`config.mk`:
```
export PLATFORM = sky130hd
export DESIGN_NAME = arb8_burst_mux
export DESIGN_NICKNAME = d
export VERILOG_FILES = /design/src/rtl/arb8_burst_mux.sv
export SDC_FILE = /design/constraint.sdc
export NUM_CORES = 1
export LEC_CHECK = 0
export BUFFER_PORTS_ARGS = -buffer_cell sky130_fd_sc_hd__buf_2
export CORE_AREA = 10 10 122 124
export DETAILED_ROUTE_END_ITERATION = 8
export DIE_AREA = 0 0 132 134
export PLACE_DENSITY = 0.59
export SYNTH_ARGS = -nofsm -noshare
export SYNTH_HDL_FRONTEND = slang
export SYNTH_SLANG_ARGS = --single-unit
export TNS_END_PERCENT = 10
```
`constraint.sdc`:
```
create_clock -name clk -period 3.1 [get_ports clk]
set_input_delay 0.465 -clock clk [delete_from_list [all_inputs] [get_ports clk]]
set_output_delay 0.465 -clock clk [all_outputs]
set_load 0.02 [all_outputs]
```
`src/rtl/arb8_burst_mux.sv`:
```
// Grant-driven burst multiplexer: forwards the granted channel's burst to one
// shared stream, cutting at MAX_BEATS, then pulses ARB_ACK to release the grant.

module arb8_burst_mux_lane #(
  parameter int DW = 32
) (
  input  logic          sel_i,
  input  logic          m_ready_i,
  input  logic [DW-1:0] data_i,
  output logic          s_ready_o,
  output logic [DW-1:0] data_o
);
  assign s_ready_o = sel_i & m_ready_i;
  assign data_o    = sel_i ? data_i : '0;
endmodule

module arb8_burst_mux #(
  parameter int DW        = 32,
  parameter int MAX_BEATS = 256,
  parameter int CNT_W     = 9
) (
  input  logic            clk,
  input  logic            rst_n,
  input  logic [7:0]      s_valid_i,
  input  logic [7:0]      s_last_i,
  input  logic [8*DW-1:0] s_data_i,
  output logic [7:0]      s_ready_o,
  output logic [7:0]      arb_req_o,
  input  logic [7:0]      arb_gnt_i,
  output logic            arb_ack_o,
  output logic            m_valid_o,
  input  logic            m_ready_i,
  output logic [DW-1:0]   m_data_o,
  output logic            m_last_o,
  output logic [2:0]      m_ch_o,
  output logic            busy_o,
  output logic            trunc_o,
  output logic            err_o
);
  localparam int NUM_CH = 8;

  typedef enum logic [1:0] {IDLE, XFER, RELEASE, DRAIN} state_e;

  state_e             state_q;
  logic [2:0]         ch_q;
  logic [CNT_W-1:0]   cnt_q, cnt_d;
  logic               err_q;

  logic               xfer, beat, cnt_at_max, gnt_onehot;
  logic [2:0]         gnt_idx;
  logic [NUM_CH-1:0]  lane_sel;
  logic [NUM_CH-1:0][DW-1:0] lane_data;

  // Lowest set bit wins; only matters for a malformed grant, which errors anyway.
  always_comb begin
    gnt_idx = '0;
    for (int i = NUM_CH-1; i >= 0; i--)
      if (arb_gnt_i[i]) gnt_idx = 3'(i);
  end

  assign gnt_onehot = (arb_gnt_i != '0) && ((arb_gnt_i & (arb_gnt_i - 8'd1)) == '0);

  assign xfer       = (state_q == XFER);
  assign cnt_at_max = (cnt_q == CNT_W'(MAX_BEATS-1));
  assign cnt_d      = cnt_q + CNT_W'(1);

  generate
    for (genvar g = 0; g < NUM_CH; g++) begin : g_lane
      assign lane_sel[g] = xfer && (ch_q == 3'(g));
      arb8_burst_mux_lane #(.DW(DW)) u_lane (
        .sel_i     (lane_sel[g]),
        .m_ready_i (m_ready_i),
        .data_i    (s_data_i[g*DW +: DW]),
        .s_ready_o (s_ready_o[g]),
        .data_o    (lane_data[g])
      );
    end
  endgenerate

  always_comb begin
    m_data_o = '0;
    for (int i = 0; i < NUM_CH; i++) m_data_o |= lane_data[i];
  end

  assign m_valid_o = xfer & s_valid_i[ch_q];
  assign m_last_o  = xfer & (s_last_i[ch_q] | cnt_at_max);
  assign beat      = m_valid_o & m_ready_i;
  // A cut is a MAX_BEATS end without the source's own last marker.
  assign trunc_o   = beat & m_last_o & ~s_last_i[ch_q];
  assign m_ch_o    = xfer ? ch_q : 3'd0;
  assign arb_req_o = (state_q == IDLE) ? s_valid_i : 8'd0;
  assign arb_ack_o = (state_q == RELEASE);
  assign busy_o    = (state_q != IDLE);
  assign err_o     = err_q;

  always_ff @(posedge clk or negedge rst_n) begin
    if (!rst_n) begin
      state_q <= IDLE;
      ch_q    <= '0;
      cnt_q   <= '0;
      err_q   <= 1'b0;
    end else begin
      unique case (state_q)
        IDLE: if (arb_gnt_i != '0) begin
          ch_q  <= gnt_idx;
          cnt_q <= '0;
          if (gnt_onehot && s_valid_i[gnt_idx]) state_q <= XFER;
          else begin
            err_q   <= 1'b1;
            state_q <= RELEASE;
          end
        end
        XFER: if (beat) begin
          if (m_last_o) state_q <= RELEASE;
          else          cnt_q   <= cnt_d;
        end
        RELEASE: state_q <= DRAIN;
        DRAIN:   if (arb_gnt_i == '0) state_q <= IDLE;
        default: state_q <= IDLE;
      endcase
    end
  end
endmodule

```
Yosys cells after proc, flatten, opt, wreduce, memory -nomap -nowiden
Cells that the tools add are included.

storage, ports and cells
  memories = 0
  memory bits (read-only) = 0
  input port bits = 283
  register bits = 15
  RAM bits = 0
  latch bits = 0

cells by class
  reduce and logical (&&, ||, !) cells = 21
  equal/unequal tests = 16
  add/subtract/negate cells = 2
  divide/modulo/power cells = 0
  bitwise operators = 24
  $mul = 0
  multiplexer cells = 34
  order comparisons = 2
  shift operators = 0

operators with widths
  cell                   count
  $mux W32               8
  $or A32 B32 Y32        7
  $mux W3                9
  $mux W9                3
  $pmux W9 S2            1
  $logic_not A8 Y1       2
  $and A1 B1 Y1          13
  $eq A3 B3 Y1 const B   4
  $logic_and A1 B1 Y1    10
  $mux W2                5
  $add A9 B1 Y9 const B  1
  $bmux W1 S3            3
  $eq A9 B8 Y1 const B   1
  $and A8 B8 Y8          1
  $lt A3 B4 Y1 const B   2
  $mux W8                1
  $pmux W2 S4            1
  $reduce_and A4 Y1      2
  $reduce_bool A8 Y1     1
  $sub A8 B1 Y8 const B  1
  $eq A3 B2 Y1 const B   2
  $ne A2 B2 Y1 const B   3
  $eq A2 B2 Y1 const B   2
  $ne A2 B1 Y1 const B   2
  other kinds (10)       14

Depth between registers and ports, before layout
Gate-level depths: netlist of run 1.

  word-level depth = 14
  mapped depth = 9
  gate-level depth less buffers = 8

Cells and area by module
A second synthesis of run 1 with hierarchy kept.

second synthesis, totals
  cells, all modules = 565
  area total of the unflattened synthesis = 4,048.9 um^2

modules (own cells, without submodules)
  module               seq. area each (um^2)  area an instance (um^2)  cells each  instances
  arb8_burst_mux_lane  0.0                    262.8                    36          8
  arb8_burst_mux       375.4                  1,946.9                  277         1

Worst setup path before layout of run 1
No wires, ideal clock.

  kind = reg2out
  start = register state_q[1]
  end = output port m_data_o[24]
  buffers on the path = 2
  path slack = 0.575 ns
  cell stages (with the launch flop) = 9
  data required time = 2.635 ns
  data arrival time = 2.060 ns
  cells stage by stage = dfrtp_1 -> inv_1 -> ha_1 -> clkbuf_1 -> nand2_1 -> nor3_1 -> clkbuf_1 -> a22oi_1 -> nand4_1

between the ends
  cells in the longest elaborated chain, start to end = 10

RTL lines
  what                           line  source
  start: declaration             44    state_e state_q;
  start signal: assignment       98    state_q <= IDLE;
  start signal: assignment       107   if (gnt_onehot && s_valid_i[gnt_idx]) state_q <= XFER;
  start signal: assignment       110   state_q <= RELEASE;
  $eq A2 B1 Y1 (*)               63    assign xfer = (state_q == XFER);
  $logic_and A1 B1 Y1            69    assign lane_sel[g] = xfer && (ch_q == 3'(g));
  $mux W32                       14    assign data_o = sel_i ? data_i : '0;
  $or A32 B32 Y32 (6 in series)  82    for (int i = 0; i < NUM_CH; i++) m_data_o |= lane_data[i];
  $or A32 B32 Y32 (*)            82
  end: declaration               33    output logic [DW-1:0] m_data_o,

Mark *: on every way between the ends. The rest lies on a longest branch, timed or not.

Worst setup path after layout of run 1
  start = register state_q[1]
  end = output port m_data_o[2]

The elaborated chain is that of the path after synthesis.

==> results of run 1 <==
[cell type report]
| class | count | share of cell area (%) |
|---|---|---|
| diodes | 1 | 0.0522 |
| clock inverters | 1 | 0.104 |
| multi-input cells | 312 | 46.1 |
| clock buffers | 3 | 1.57 |
| repair buffers | 355 | 39.2 |
| well taps | 172 | 4.49 |
| flip-flops and latches | 15 | 7.83 |
| inverters | 8 | 0.627 |
[worst max-delay path: stages (launching register included)]
cell and delay, ps:
dfrtp_1 410, inv_1 90, ha_1 220, nand2b_1 240
nor3_2 240, buf_4 330, a22oi_1 150, nand4_1 110
buf_2 190
[power by group]
part	switching, W	internal, W
combinational	0.00117	0.000747
clock	0.0000819	0.000172
sequential	0.0000473	0.000238
total	0.00130	0.00116
[registers in the layout (all words and copies together), names as in the netlist]
signal,flops
state_q,2
err_o,1
cnt_q,9
ch_q,3
[routing by layer]
metal | up-vias | wire, µm | global-route usage (%)
met3 | 24 | 2060 | 7.13
li1 | 2161 | - | -
met2 | 251 | 9680 | 34.7
met4 | 8 | 269 | 3.52
met5 | - | 42 | 0
met1 | 2161 | 7550 | 23.5
[stage by stage]
step	instances	hold slack, ps	utilization [%]
6_report	867	120	38.4
3_3_place_gp	862	393	37.8
4_1_cts	866	131	38.4
3_5_place_dp	862	399	37.8
2_1_floorplan	376	169	-
5_1_grt	866	151	38.4
[layout by cell type, fill, tap and decap left out, drive strengths merged, types with 2 or more instances in the layout]
cell type  count
a21oi          5
a22oi        130
and2          19
and3           2
buf          355
clkbuf         3
dfrtp         15
ha             6
inv            8
mux2           2
mux2i          7
mux4           2
nand2         17
nand2b         7
nand3          4
nand4         34
nor2          20
nor2b          2
nor3          11
nor3b          3
nor4           2
o21a           3
o21ai         11
o31a           2
o31ai          4
or3            3
or4            4
[kinds of logic after synthesis]
group,synth area share (%)
AO/OA/AOI/OAI,43.5
AND/OR/NAND/NOR,26.7
buffers and inverters,8.09
flip-flops,13.6
multiplexers,5.27
adder cells (fa/ha/maj),2.73
[worst paths after layout]
check                      cells past startpoint  slack [ps]                   start                      to
max                                            8         400  state_q[1]$_DFFE_PN0P_             m_data_o[2]
min                                            1         120                   rst_n  state_q[0]$_DFFE_PN0P_
max reg2reg                                    6         530     ch_q[0]$_DFFE_PN0P_    cnt_q[5]$_DFFE_PN0P_
min reg2reg                                    1         500       err_o$_DFFE_PN0P_       err_o$_DFFE_PN0P_
max in group asynchronous                      1        2720                   rst_n    cnt_q[4]$_DFFE_PN0P_
min in group clk                               1         500       err_o$_DFFE_PN0P_       err_o$_DFFE_PN0P_
==> metrics.md, run 1 <==
| Metric | Value |
|---|---|
| Area occupied by multi-input gates | `0.00221 mm²` |
| TNS Setup | `0 ps` |
| Std-Cell Rows | `41` |
| Routed len/inst | `approximately 23 µm` |
| Mean Syn Cell Area | `7.32 µm²` |
| Initial Util | `around 22%` |
| CTS Buf Count | `3` |
| Async SR Flop Fraction | `100%` |
| DR vias | `4605` |
| Main flop type after synthesis | `dfrtp_1` |
| Fmax achieved | `about 370 MHz` |
| Worst slew margin | `a little under three fifths` |
| Die height | `134 µm` |
| Register area share after synthesis | `13.6%` |
| CTS tree | `yes` |
| Longest Clk Path Bufs | `2` |
| DPL Wire Length | `about 17000 µm` |
| # port buffers | `339` |
| Crit Path Class | `reg -> out` |
| Tmin final | `2700 ps` |
| Most frequent cells after synthesis | `a22oi_1, nand4_1, clkbuf_1` |
| Synthesized instance count | `376` |
| CP Data Required Time | `2630 ps` |
| Initial antenna violation count | `5` |
| Synth Warn # | `0` |
| Avg Vias per Cell | `5.31` |
| Final setup skew | `2.10 ps` |
| LEAKAGE | `2.39 nW` |
| Flop and latch count out of synthesis | `15` |
| Fill count | `between 1000 and 1500` |
| Worst-path clk slew | `approximately 50 ps` |
| Antenna Nets Post-Route | `0` |
| Die X | `132 µm` |
| Die area | `approximately 0.018 mm²` |
| Placed Area | `0.00471 mm²` |
| GPL Wtd Cong | `0.898` |
| Least-Margin Pin Slew | `654 ps` |
| Share of the synthesized area in the top cell type | `between 30% and 40%` |
| Final Setup Violations | `0` |
| CP Capture Type | `primary output` |
| First-pass GRT wire length | `28400 µm` |
| Critical Path AT | `2230 ps` |
| Total global routing overflow | `0` |
| Most frequent cell after synthesis | `a22oi_1` |
| Netlist cell types | `43` |
| Peak VDD IR | `0.000278 V` |
| Post-synth net total | `665` |
| Vias in the first global route | `4633` |
| Crit path max fanout | `22` |
| Depth of the CTS H-tree | `1` |
| P&R area growth vs syn | `74.1%` |
| Ratio of cells with drive above 1 in the final layout | `53.9%` |
| Final worst setup slack | `401 ps` |
| Post-CTS sizing | `0` |
| Register area | `375 µm²` |
| Pre-CTS setup slack | `425 ps` |
| Cell Pwr Density | `513 mW/mm²` |
| Nets | `984` |
| GRT Total Usage | `20.1%` |
| 1st-pass router iterations | `5` |
| Worst-Skew Late Latency | `~240 ps` |
| Clock Sink Count | `15` |
| Clk root buf | `clkbuf_16` |
| CP Launch Type | `flop` |
| Residual DRC count | `0` |
| Post-route clock period utilization | `between 80% and 90%` |
| Post-CTS Hold Buffers | `0` |
| Final Max Tran Viols | `0` |
| Final Hold Vio Count | `0` |
| Setup bufs post-CTS | `0` |
| 1st-iter DRT viols | `364` |
| Outcome | `complete, no violations` |
| MaxCap Viol Count | `0` |
| # IOs | `340` |
| Synth top area cells | `a22oi_1, dfrtp_1, nand4_1` |
| Core box area | `0.0125 mm²` |
| Design Power | `approximately 0.0025 W` |
| Total Wirelength | `19600 µm` |
| Largest net degree at the start of global routing | `34` |
| RSZ-0062 raised after global routing | `no` |
| Post-synth EDFFs | `0` |
| Post-Syn Area | `0.00275 mm²` |
| Hold WC Path Type | `in -> async` |
| Post-synth top area cell | `a22oi_1` |
| Fin area | `0.00479 mm²` |
No activity file was read; power rests on OpenSTA's default activity.
==> inputs of run 2 (changes only) <==
- clock period: 3.1 -> 2.7 ns (I/O delays scaled with it)
==> run 2 against run 1 <==
Compared with the run above:
- die area unchanged
- clock-buffer cell count unchanged
- clock power up 18%
- non-clock buffer count up 7
- sequential power up 13%
- worst hold slack worse by 60 ps
- core utilization up 0.73 points
- sequential cell count unchanged
- global-route usage up 0.37 points
- register-to-register slack worse by 360 ps
- critical path type unchanged
==> metrics.md, run 2 (synthesis gave the netlist of run 1 again) <==
| Metric | Value |
|---|---|
| Reg2Reg Depth | `6 (unchanged)` |
| Final Max Tran Viols | `0 (unchanged)` |
| GRT Total Usage | `20.4% (+0.37 points)` |
| Crit path max fanout | `22 (unchanged)` |
| CP Data Required Time | `2300 ps (-330 ps)` |
| Die height | `134 µm (unchanged)` |
| Vias in the first global route | `4643 (+0.22%)` |
| LEAKAGE | `2.44 nW (+1.8%)` |
| CP Capture Type | `primary output` |
| Final Hold Vio Count | `0 (unchanged)` |
| 1st-pass router iterations | `6 (+1)` |
| Most frequent cells in the layout | `buf_2, a22oi_1, nand4_1, and2_1, nand2_1` |
| Fmax achieved | `390 MHz` |
| Outcome | `complete, no violations` |
| Core box area | `0.0125 mm² (unchanged)` |
| TNS Setup | `0 ps (unchanged)` |
| Tmin final | `2570 ps` |
| Hold WC Path Type | `in -> async` |
| # port buffers | `339 (unchanged)` |
| Worst-path clk slew | `50 ps (about the same)` |
| Die area | `0.0177 mm² (unchanged)` |
| Nets | `991 (+0.71%)` |
| Cell Pwr Density | `597 mW/mm² (+16%)` |
| CTS tree | `yes` |
| Total Wirelength | `19900 µm (+1.5%)` |
| First-pass GRT wire length | `28900 µm (+1.8%)` |
| Crit Path Class | `reg -> out` |
| P&R area growth vs syn | `77.4%` |
| Initial Util | `22.1% (unchanged)` |
| DPL Wire Length | `16700 µm (+1.0%)` |
| Depth of the CTS H-tree | `1 (unchanged)` |
| Die X | `132 µm (unchanged)` |
| CTS Buf Count | `3 (unchanged)` |
| Antenna Nets Post-Route | `0 (unchanged)` |
| Final Setup Violations | `0 (unchanged)` |
| Ratio of cells with drive above 1 in the final layout | `54.6% (+0.75 points)` |
| Design Power | `0.00291 W (+19%)` |
| Post-CTS Hold Buffers | `0 (unchanged)` |
| Final setup skew | `2.87 ps (+0.775 ps)` |
| CP Launch Type | `flop` |
| Hold Slack | `60.2 ps (-59.6 ps)` |
| GPL Wtd Cong | `0.899 (+0.12%)` |
| Initial antenna violation count | `6 (+1)` |
| Longest Clk Path Bufs | `2 (unchanged)` |
| Residual DRC count | `0 (unchanged)` |
| Worst slew margin | `66.4% (+10 points)` |
| Std-Cell Rows | `41 (unchanged)` |
| Total global routing overflow | `0 (unchanged)` |
| Avg Vias per Cell | `5.33 (+0.38%)` |
| Max reg flops | `9 (unchanged)` |
| 1st-iter DRT viols | `321 (-12%)` |
| Peak VDD IR | `0.000321 V (+15%)` |
| MaxCap Viol Count | `0 (unchanged)` |
| # IOs | `340 (unchanged)` |
| Critical Path AT | `2160 ps (-70 ps)` |
| Clock Sink Count | `15 (unchanged)` |
| Fill count | `1390 (-0.29%)` |
| Post-route clock period utilization | `95.1%` |
| Clk root buf | `clkbuf_16` |
| Routed len/inst | `22.8 µm (+0.65%)` |
| Commonest non-fill, non-tap cell in the layout | `buf_2` |
| DR vias | `4660 (+1.2%)` |
| Least-Margin Pin Slew | `500 ps (-154 ps)` |
| Largest net degree at the start of global routing | `34 (unchanged)` |
| RSZ-0062 raised after global routing | `no` |
| Top flop regs | `cnt_q: 9 flops, ch_q: 3 flops, state_q: 2 flops` |
| Worst-Skew Late Latency | `250 ps (about the same)` |
| Biggest register | `cnt_q` |
-- run 2: worst paths after layout --
path	start	end	slack, ps
hold reg to reg	cnt_q[1]$_DFFE_PN0P_	cnt_q[1]$_DFFE_PN0P_	490
setup reg to reg	ch_q[0]$_DFFE_PN0P_	cnt_q[3]$_DFFE_PN0P_	170
setup / recovery	state_q[1]$_DFFE_PN0P_	m_data_o[27]	130
min in group clk	cnt_q[1]$_DFFE_PN0P_	cnt_q[1]$_DFFE_PN0P_	490
max in group asynchronous	rst_n	ch_q[1]$_DFFE_PN0P_	2380
hold / removal	rst_n	state_q[0]$_DFFE_PN0P_	60
-- run 2: where the power goes --
part	switching (W)	internal [W]	total (W)
registers	0.0000501	0.000273	0.000323
logic	0.00138	0.000911	0.00229
clock network	0.000102	0.000198	0.000300
total	0.00153	0.00138	0.00291
-- run 2: final cells by class --
cell class	instances	area [µm²]	area share (%)
multi-input cells	312	2220	45.5
repair buffers	362	1960	40.1
flip-flops and latches	15	375	7.69
well taps	172	215	4.41
clock buffers	3	75.1	1.54
inverters	8	30.0	0.615
clock inverters	1	5.00	0.102
diodes	1	2.50	0.0512
-- run 2: per-layer routing --
layer / GRT usage [%] / vias to the layer above / routed length [µm]
li1: - / 2174 / -
met3: 6.09 / 20 / 1910
met4: 2.84 / 10 / 184
met1: 25.2 / 2198 / 7910
met2: 35.0 / 258 / 9810
met5: 0 / - / 72
-- run 2: timing repair --
action,in CTS,in global routing
endpoints found under the hold margin,0,0
setup buffers,0,0
resized for setup,0,4
setup endpoints to repair,0,19
-- run 2: critical path, stage by stage (launching register included) --
cell     delay [ps]
dfrtp_1         400
inv_1            90
ha_1            230
nand2_1         260
nor3_2          250
buf_6           260
a22oi_1         140
nand4_1          90
buf_2           170
-- run 2: per-stage QoR --
step | setup WS [ps] | std cells | area [µm²] | utilization, %
floorplan | 208 | 376 | 2750 | -
global placement | 116 | 869 | 4790 | 38.4
detailed placement | 67.0 | 869 | 4790 | 38.4
CTS | 75.7 | 873 | 4870 | 39.0
global route | 5.81 | 874 | 4880 | 39.2
finish | 133 | 874 | 4880 | 39.2
==> inputs of run 3 (changes only) <==
- BUFFER_PORTS_ARGS: -buffer_cell sky130_fd_sc_hd__buf_2 -> unset
- CORE_AREA: 10 10 122 124 -> 10 10 125 127
- DIE_AREA: 0 0 132 134 -> 0 0 135 137
- DONT_BUFFER_PORTS: unset -> 1
- PLACE_DENSITY: 0.59 -> 0.34
==> run 3 against run 2 <==
Compared with the run above:
- die area is 4.6% higher
- clock power decreased by 2%
- first-iteration DRC count rose by 26%
- global-route usage fell by 3.0 points
- wire length fell by 6.7%
- cell count shrank 37%
- critical path depth fell by 2
- core utilization shrank 15 points
- via count fell by 24%
- combinational power is 21% lower
- power shrank 16%
- critical endpoint is now cnt_q[5]$_DFFE_PN0P_
- largest cell class unchanged
==> metrics.md, run 3 (synthesis gave the netlist of run 1 again) <==
| Metric | Value |
|---|---|
| Outcome | `complete, no violations` |
| CTS tree | `yes` |
| MaxCap Viol Count | `0 (unchanged)` |
| Core box area | `0.0131 mm² (+5.0%)` |
| Residual DRC count | `0 (unchanged)` |
| CP startpoint | `ch_q[0]$_DFFE_PN0P_` |
| Max Used Layer | `met5` |
| Clock Sink Count | `15 (unchanged)` |
| Initial antenna violation count | `11 (+5)` |
| RR Startpoint | `ch_q[0]$_DFFE_PN0P_` |
| Pre-CTS setup slack | `143 ps (+76.3 ps)` |
| Clk root buf | `clkbuf_16` |
| Crit Path Class | `reg -> reg` |
| CP Data Required Time | `2870 ps (+570 ps)` |
| Peak VDD IR | `0.000276 V (-14%)` |
| DR vias | `3539 (-24%)` |
| Max reg flops | `9 (unchanged)` |
| Hold Slack | `262 ps (+202 ps)` |
| RSZ-0062 raised after global routing | `no` |
| Final Core Density | `24.3% (-15 points)` |
| Pint | `0.00106 W (-23%)` |
| WL met2 | `8670 µm (-12%)` |
| Die area | `0.0185 mm² (+4.6%)` |
| GRT Total Usage | `17.4% (-3.0 points)` |
| Longest Clk Path Bufs | `2 (unchanged)` |
| Initial Util | `21.0% (-1.0 points)` |
| Die height | `137 µm (+2.2%)` |
| Commonest non-fill, non-tap cell in the layout | `a22oi_1` |
| # IOs | `340 (unchanged)` |
| Hold WC Path Type | `in -> reg` |
| First-pass GRT wire length | `24400 µm (-16%)` |
| Avg Vias per Cell | `6.46 (+21%)` |
| CP endpoint | `cnt_q[5]$_DFFE_PN0P_` |
| Post-route clock period utilization | `95.3% (+0.24 points)` |
| Std-Cell Rows | `42 (+2.4%)` |
| Worst slew margin | `50.1% (-16 points)` |
| Total Wirelength | `18600 µm (-6.7%)` |
| Worst-path clk slew | `50 ps (about the same)` |
| 1st-iter DRT viols | `404 (+26%)` |
| Critical path cell sequence | `mux4_1 -> mux2_2 -> or3_4 -> o21a_1 -> or4_1 -> o21ai_0` |
| Largest net degree at the start of global routing | `34 (unchanged)` |
| Placed Area | `0.00305 mm² (-36%)` |
| CP Capture Type | `flop` |
| WL met3 | `2820 µm (+48%)` |
| CP Launch Type | `flop` |
| Final Setup Violations | `0 (unchanged)` |
| Fin area | `0.00318 mm² (-35%)` |
| Least-Margin Pin Slew | `745 ps (+246 ps)` |
| Reg2reg end | `cnt_q[5]$_DFFE_PN0P_` |
| Most frequent cells in the layout | `a22oi_1, nand4_1, and2_1, buf_4, nand2_1` |
| CTS Buf Count | `3 (unchanged)` |
| Met1 wire length | `6880 µm (-13%)` |
| Slowest CP cell | `mux4_1` |
| Die X | `135 µm (+2.3%)` |
| Vias in the first global route | `3458 (-26%)` |
| NetSw | `0.00138 W (-10%)` |
| Antenna Nets Post-Route | `0 (unchanged)` |
| GPL Wtd Cong | `0.971 (+8.0%)` |
| LEAKAGE | `1.03 nW (-58%)` |
| Critical path's largest stage delay | `550 ps (+150 ps)` |
| Tmin final | `2570 ps (+6.57 ps)` |
| Critical Path AT | `2740 ps (+580 ps)` |
| Area occupied by multi-input gates | `0.00220 mm² (-0.85%)` |
| Reg2Reg Depth | `6 (unchanged)` |
| Worst-Skew Late Latency | `250 ps (about the same)` |
| Cell Pwr Density | `765 mW/mm² (+28%)` |
| TNS Setup | `0 ps (unchanged)` |
| Register-to-Register Setup Slack | `130 ps (-40 ps)` |
| Top flop regs | `cnt_q: 9 flops, ch_q: 3 flops, state_q: 2 flops` |
| Routed len/inst | `33.9 µm (+49%)` |
| Clock power share | `12.1% (+1.8 points)` |
| # port buffers | `0 (-100%)` |
| 1st-pass router iterations | `5 (-1)` |
| Crit path max fanout | `11 (-50%)` |
| Combinational Power Share | `74.2% (-4.4 points)` |
| Seq pwr share | `13.7% (+2.6 points)` |
| Depth of the CTS H-tree | `1 (unchanged)` |
| Nets | `654 (-34%)` |
| Final setup skew | `5.35 ps (+2.48 ps)` |
| Net Sw Frac | `56.5% (+3.9 points)` |
| Fmax achieved | `389 MHz (-0.26%)` |
| Ratio of cells with drive above 1 in the final layout | `12.4% (-42 points)` |
| Final Hold Vio Count | `0 (unchanged)` |
| P&R area growth vs syn | `15.6%` |
| Register area | `375 µm² (unchanged)` |
| Biggest register | `cnt_q` |
| Fill count | `1459 (+5.0%)` |
| Total global routing overflow | `0 (unchanged)` |
| Final Max Tran Viols | `0 (unchanged)` |
| Final worst setup slack | `127 ps (-6.57 ps)` |
| DPL Wire Length | `15600 µm (-6.4%)` |
## run 3: cell count changes in the layout (fill, tap and decap cells not counted), moves of 2 or more
cell,delta
buf_12,-2
buf_2,-339
buf_4,+3
diode_2,+7
nor2_2,+4
nor2_4,-4
## run 3: power groups by stage
stage | combinational [W] | sequential, W | clock [W]
finish | 0.00181 | 0.000335 | 0.000294
detailed placement | 0.00181 | 0.000338 | 0
floorplan | 0.00134 | 0.000315 | 0
global route | 0.00196 | 0.000344 | 0.000317
global placement | 0.00180 | 0.000335 | 0
CTS | 0.00182 | 0.000334 | 0.000304
## run 3: per-layer routing
layer,GRT usage (%),vias up
met5,0,-
li1,-,1512
met2,27.8,285
met3,11.3,22
met4,2.45,8
met1,19.5,1712
## run 3: cell type report
cell class	instances	area share [%]
timing repair buffer	25	8.06
tap	176	6.92
clock inverter	1	0.157
antenna	8	0.629
sequential	15	11.8
inverter	8	0.943
clock buffer	3	2.36
multi-input combinational	312	69.1
## run 3: worst max-delay path: cells and delay by family, from the launching register on
family | cells | cell delay [ps]
muxes | 2 | 860
and+or+nand+nor | 2 | 870
AOI/OAI and AO/OA | 2 | 380
DFF | 1 | 380
## run 3: worst min-delay path by stage
stage | start | end | slack [ps] | depth (start not counted)
final | arb_gnt_i[0] | ch_q[0]$_DFFE_PN0P_ | 260 | 1
after global routing | arb_gnt_i[0] | ch_q[0]$_DFFE_PN0P_ | 260 | 1
after CTS | arb_gnt_i[0] | ch_q[0]$_DFFE_PN0P_ | 260 | 1
after detailed placement | rst_n | err_o$_DFFE_PN0P_ | 110 | 0
after global placement | rst_n | err_o$_DFFE_PN0P_ | 110 | 0
after floorplan | rst_n | ch_q[0]$_DFFE_PN0P_ | 110 | 0
## run 3: repair_timing
| action | in CTS | in global routing |
|---|---|---|
| hold buffers | 1 | 0 |
| buffers inserted | 0 | 1 |
| hold endpoints to repair | 15 | 0 |
| setup endpoints to repair | 0 | 26 |
| gates resized for setup | 0 | 4 |
## run 3: per-stage QoR
stage	total power [W]	cells
finish	0.00244	548
global route	0.00262	540
CTS	0.00246	539
detailed placement	0.00215	534
global placement	0.00214	534
floorplan	0.00166	376
